`src/rtl/cu_pipe_ctrl.sv`:
```
// Pipelined MIPS main control: decodes the opcode in ID and carries the EX, M and WB
// control bundles through ID/EX, EX/MEM and MEM/WB with bubble, squash and illegal-opcode tracking.
module cu_pipe_ctrl #(
  parameter int OPW  = 6,
  parameter int AOPW = 3,
  parameter int CNTW = 8
) (
  input  logic            clk,
  input  logic            rst,
  input  logic [OPW-1:0]  UIn,
  input  logic            VIn,
  input  logic            Stall,
  input  logic            Flush,
  output logic            RegDs,
  output logic            ALUsrc,
  output logic [AOPW-1:0] AOp,
  output logic            Branch,
  output logic            MRead,
  output logic            MWrite,
  output logic            MtoR,
  output logic            Urw,
  output logic            Illegal,
  output logic [CNTW-1:0] IllCnt
);

  localparam logic [OPW-1:0] OP_RTYPE = OPW'(6'b000000);
  localparam logic [OPW-1:0] OP_LW    = OPW'(6'b100011);
  localparam logic [OPW-1:0] OP_SW    = OPW'(6'b101011);
  localparam logic [OPW-1:0] OP_BEQ   = OPW'(6'b000100);
  localparam logic [OPW-1:0] OP_ADDI  = OPW'(6'b001000);

  localparam logic [AOPW-1:0] AOP_ADD  = AOPW'(3'b000);
  localparam logic [AOPW-1:0] AOP_SUB  = AOPW'(3'b001);
  localparam logic [AOPW-1:0] AOP_FUNC = AOPW'(3'b010);

  typedef struct packed {
    logic            reg_ds;
    logic            alu_src;
    logic [AOPW-1:0] aop;
  } ex_ctrl_t;

  typedef struct packed {
    logic branch;
    logic mread;
    logic mwrite;
  } m_ctrl_t;

  typedef struct packed {
    logic mtor;
    logic urw;
  } wb_ctrl_t;

  typedef struct packed {
    ex_ctrl_t ex;
    m_ctrl_t  m;
    wb_ctrl_t wb;
    logic     illegal;
  } id_ex_t;

  typedef struct packed {
    m_ctrl_t  m;
    wb_ctrl_t wb;
  } ex_mem_t;

  id_ex_t          dec;
  logic            accept;
  id_ex_t          id_ex_d,   id_ex_q;
  ex_mem_t         ex_mem_d,  ex_mem_q;
  wb_ctrl_t        mem_wb_d,  mem_wb_q;
  logic [CNTW-1:0] ill_cnt_d, ill_cnt_q;

  // Opcode decode; anything unrecognised (including X in simulation) decodes to an illegal bubble.
  always_comb begin
    // NOTE: defaults first so every path assigns every bit; no latch is inferred.
    dec = '0;
    case (UIn)
      OP_RTYPE: begin
        dec.ex = '{reg_ds: 1'b1, alu_src: 1'b0, aop: AOP_FUNC};
        dec.wb = '{mtor: 1'b1, urw: 1'b1};
      end
      OP_LW: begin
        dec.ex = '{reg_ds: 1'b0, alu_src: 1'b1, aop: AOP_ADD};
        dec.m  = '{branch: 1'b0, mread: 1'b1, mwrite: 1'b0};
        dec.wb = '{mtor: 1'b0, urw: 1'b1};
      end
      OP_SW: begin
        dec.ex = '{reg_ds: 1'b0, alu_src: 1'b1, aop: AOP_ADD};
        dec.m  = '{branch: 1'b0, mread: 1'b0, mwrite: 1'b1};
      end
      OP_BEQ: begin
        dec.ex = '{reg_ds: 1'b0, alu_src: 1'b0, aop: AOP_SUB};
        dec.m  = '{branch: 1'b1, mread: 1'b0, mwrite: 1'b0};
      end
      OP_ADDI: begin
        dec.ex = '{reg_ds: 1'b0, alu_src: 1'b1, aop: AOP_ADD};
        dec.wb = '{mtor: 1'b1, urw: 1'b1};
      end
      default: dec.illegal = 1'b1;
    endcase
  end

  // Flush outranks Stall, but both produce the same ID/EX bubble.
  assign accept = VIn & ~Stall & ~Flush;

  always_comb begin
    id_ex_d  = accept ? dec : '0;
    ex_mem_d = Flush ? '0 : '{m: id_ex_q.m, wb: id_ex_q.wb};
    mem_wb_d = ex_mem_q.wb;
    ill_cnt_d = ill_cnt_q;
    if (accept && dec.illegal && (ill_cnt_q != {CNTW{1'b1}})) begin
      ill_cnt_d = ill_cnt_q + CNTW'(1);
    end
  end

  always_ff @(posedge clk) begin
    // NOTE: non-blocking assignments so every stage updates from pre-edge values.
    if (rst) begin
      id_ex_q   <= '0;
      ex_mem_q  <= '0;
      mem_wb_q  <= '0;
      ill_cnt_q <= '0;
    end else begin
      id_ex_q   <= id_ex_d;
      ex_mem_q  <= ex_mem_d;
      mem_wb_q  <= mem_wb_d;
      ill_cnt_q <= ill_cnt_d;
    end
  end

  assign RegDs   = id_ex_q.ex.reg_ds;
  assign ALUsrc  = id_ex_q.ex.alu_src;
  assign AOp     = id_ex_q.ex.aop;
  assign Illegal = id_ex_q.illegal;
  assign Branch  = ex_mem_q.m.branch;
  assign MRead   = ex_mem_q.m.mread;
  assign MWrite  = ex_mem_q.m.mwrite;
  assign MtoR    = mem_wb_q.mtor;
  assign Urw     = mem_wb_q.urw;
  assign IllCnt  = ill_cnt_q;

endmodule

```
`config.mk`:
```
export PLATFORM = sky130hd
export DESIGN_NAME = cu_pipe_ctrl
export DESIGN_NICKNAME = d
export VERILOG_FILES = /design/src/rtl/cu_pipe_ctrl.sv
export SDC_FILE = /design/constraint.sdc
export NUM_CORES = 1
export LEC_CHECK = 0
export ABC_AREA = 1
export BUFFER_PORTS_ARGS = -buffer_cell sky130_fd_sc_hd__buf_2
export CAP_MARGIN = 20
export CORE_ASPECT_RATIO = 1.4
export CORE_MARGIN = 8
export CORE_UTILIZATION = 49
export DETAILED_ROUTE_END_ITERATION = 7
export PLACE_DENSITY = 0.85
export SLEW_MARGIN = 10
export SYNTH_ARGS = -nofsm -noshare
export SYNTH_HDL_FRONTEND = slang
export SYNTH_SLANG_ARGS = --single-unit
```
`constraint.sdc`:
```
create_clock -name clk -period 1.5 [get_ports clk]
set_input_delay 0.075 -clock clk [delete_from_list [all_inputs] [get_ports clk]]
set_output_delay 0.075 -clock clk [all_outputs]
set_load 0.05 [all_outputs]
```
==> impl_metrics.ini <==
[worst_hold_path]
hp-class = input pin to register
hp-start = rst
hold_path_end = IllCnt[1]
min_path_cells = 2

[pwr]
leakagePower_nw = 0.569
peakVddDrop_v = 0.000737
p_comb_share_pct = 6.2
p_int_w = 0.000935
p_clk_share_pct = 39.2
powerDensity_mw_per_mm2 = 955
p_sw_w = 0.000243
p_sw_share_pct = 20.6
power_frac_seq_pct = 54.6

[logic_synthesis]
yosys.area.top_type = dfxtp_1
ys_ff_latch = 24
syn_area_mm2 = 0.00103
ys_top_cells_by_area = dfxtp_1 (47%), nor2_1 (9.1%), nand2_1 (7.3%)
synth.avg_cell_area_um2 = 7.96
synth_top_flop_cell = dfxtp_1
synth_cell_type_count = 24
seq_area_frac_synth_pct = 46.8
async_flop_share_pct = 0
synth_most_common_cell = nor2_1
synthTopCellsByCount = nor2_1 (25), dfxtp_1 (24), nand2_1 (20)
synth_warnings = 0
synth_top_area_share_pct = 46.8
synth_edf_count = 0
syn_nets = 141
syn_inst = 129

[layout]
nFillCells = 180
multi_input_area_um2 = 460
antenna_cells = 0
syn_to_final_growth_pct = 20.1
regArea_um2 = 484
stdcell_area_mm2 = 0.00123
layout-drive-gt1-share_pct = 31.0
fin_nets = 171

[sta]
tns_ns = 0
finClkSkew_ns = 0.00468
drv_slew = 0
rsz0062_at_grt = false
period_minus_slack_ns = 1.34
min_period_over_period_pct = 89.3
finalSetupViolCount = 0
max_freq_mhz = 746
hold_viol = 0

[placed_design]
place_area_mm2 = 0.00117
io_buffers = 28
dp_hpwl_mm = 1.64
place_congestion = 0.837

[worst_setup_path]
r2r_cells = 10
rr_endpoint = IllCnt[5]
worstPathRequired_ns = 1.73
r2r-start = IllCnt[0]
start_kind = register
worstPathArrival_ns = 1.57
critPathKind = register to register
critPathCaptureType = register
cp_max_fo = 8
rrSetupSlack_ns = 0.16

[global_route]
met1_usage_pct = 13.3
antenna_found_initial = 0
grt_max_degree = 15
grt_pass1_wl_mm = 3.70
grt-ovfl-total = 0
use_met2_pct = 19.7
grtUsageMet3_pct = 2.75
grt_pass1_vias = 928
track_usage_pct = 12.0
top_usage_layer = met2

[clock_network]
cts-root-buf = clkbuf_4
post-cts-setup-buffer-count = 0
clk_pin_slew_worst_paths_ns = 0.13
clock_sinks = 24
clock_path_buffers = 2
ctsHoldBuffers = 1
h-tree-depth = 1
clkLatencyLatePin_ns = 0.32
cts_buffers = 3
cts_resized = 0
cts_tree = yes

[job]
maxCapViolations = 0

[detailed_routing]
drt_iter0_markers = 12
totalWireLength_mm = 2.03
ant_nets = 0
drc_errors = 0
wl_per_cell_um = 11.3
routed_via_density = 4.83
drtPass1Iterations = 4
vias = 865

[floorplanning]
initial_utilization_pct = 52.1
die-area_mm2 = 0.00384
die_x_um = 54.7
core_area_mm2 = 0.00197
fp.dieH_um = 70.2
num_rows = 19
ioPinCount = 30

[status]
status = completed
[logic make-up after synthesis]
kind of cell,synth area share [%]
AOI/OAI and AO/OA,4.38
xor gates and xnor gates,2.56
adders and majority gates,1.22
buffers and inverters,8.40
DFF,46.8
other,0.365
and+or+nand+nor,36.3
[layout make-up]
class                           instances  share of cell area [%]
Clock buffer                            3                    1.83
Clock inverter                          1                    2.43
Inverter                               16                    4.87
Multi-Input combinational cell         85                    37.3
Sequential cell                        24                    39.2
Tap cell                               21                    2.13
Timing Repair Buffer                   29                    12.2
[flip-flops by register name (all words and copies together), names as in the netlist, 2 cells and up]
register and flops:
AOp 2, id_ex_q 5, ex_mem_q 2, IllCnt 8
[worst max-delay path, stage by stage, from the launching register on]
cell     delay, ns
dfxtp_2       0.38
ha_1          0.21
nand2_2       0.10
nor2_4        0.13
nand2_4       0.10
nand2_1       0.07
inv_1         0.04
nand2_2       0.06
nand2_1       0.04
nand2_1       0.07
nor2_2        0.03
[per-layer routing]
layer	wire length [um]	up-vias	part of all wire, %
li1	-	448	-
met1	822	385	41
met2	1010	27	50
met3	142	5	7.0
met4	48	0	2.4
met5	0	-	0
[through the flow]
| step | hold slack, ns | cells | util (%) | worst slack, ns | total power, W |
|---|---|---|---|---|---|
| floorplan | 0.147 | 129 | - | 0.00880 | 0.000705 |
| global placement | 0.303 | 174 | 59.4 | 0.241 | 0.000726 |
| detailed placement | 0.302 | 174 | 59.4 | 0.182 | 0.000728 |
| CTS | 0.0438 | 179 | 62.5 | 0.149 | 0.00119 |
| global route | 0.0631 | 179 | 62.5 | 0.0202 | 0.00122 |
| finish | 0.0538 | 179 | 62.5 | 0.160 | 0.00118 |
[worst max-delay path by stage]
stage	to	start	slack (ns)
2_1_floorplan	IllCnt[5]	IllCnt[3]	0.009
3_3_place_gp	IllCnt[5]	IllCnt[0]	0.24
3_5_place_dp	IllCnt[5]	IllCnt[0]	0.18
4_1_cts	IllCnt[5]	IllCnt[0]	0.15
5_1_grt	IllCnt[5]	IllCnt[0]	0.02
6_report	IllCnt[5]	IllCnt[0]	0.16
[power by group through the flow]
stage | sequential, W | combinational (W) | clock [W]
6_report | 0.000643 | 0.0000729 | 0.000462
5_1_grt | 0.000644 | 0.0000805 | 0.000497
4_1_cts | 0.000643 | 0.0000731 | 0.000472
3_5_place_dp | 0.000657 | 0.0000710 | 0
3_3_place_gp | 0.000657 | 0.0000691 | 0
2_1_floorplan | 0.000666 | 0.0000393 | 0
[cells in the final DEF (no fill, tap or decap), drive strengths merged]
cell type / netlist / routed
ha: 1 / 1
nor3b: 1 / 1
bufinv: 0 / 1
nor3: 2 / 2
dlygate4sd3: 0 / 1
dfxtp: 24 / 24
nand3: 10 / 10
conb: 1 / 1
nor2: 28 / 28
buf: 3 / 28
o21ai: 3 / 3
xor2: 3 / 3
nand3b: 1 / 1
clkbuf: 1 / 3
a21oi: 6 / 6
inv: 16 / 16
nand2: 26 / 26
or2: 3 / 3
No activity file was read; power rests on OpenSTA's default activity.
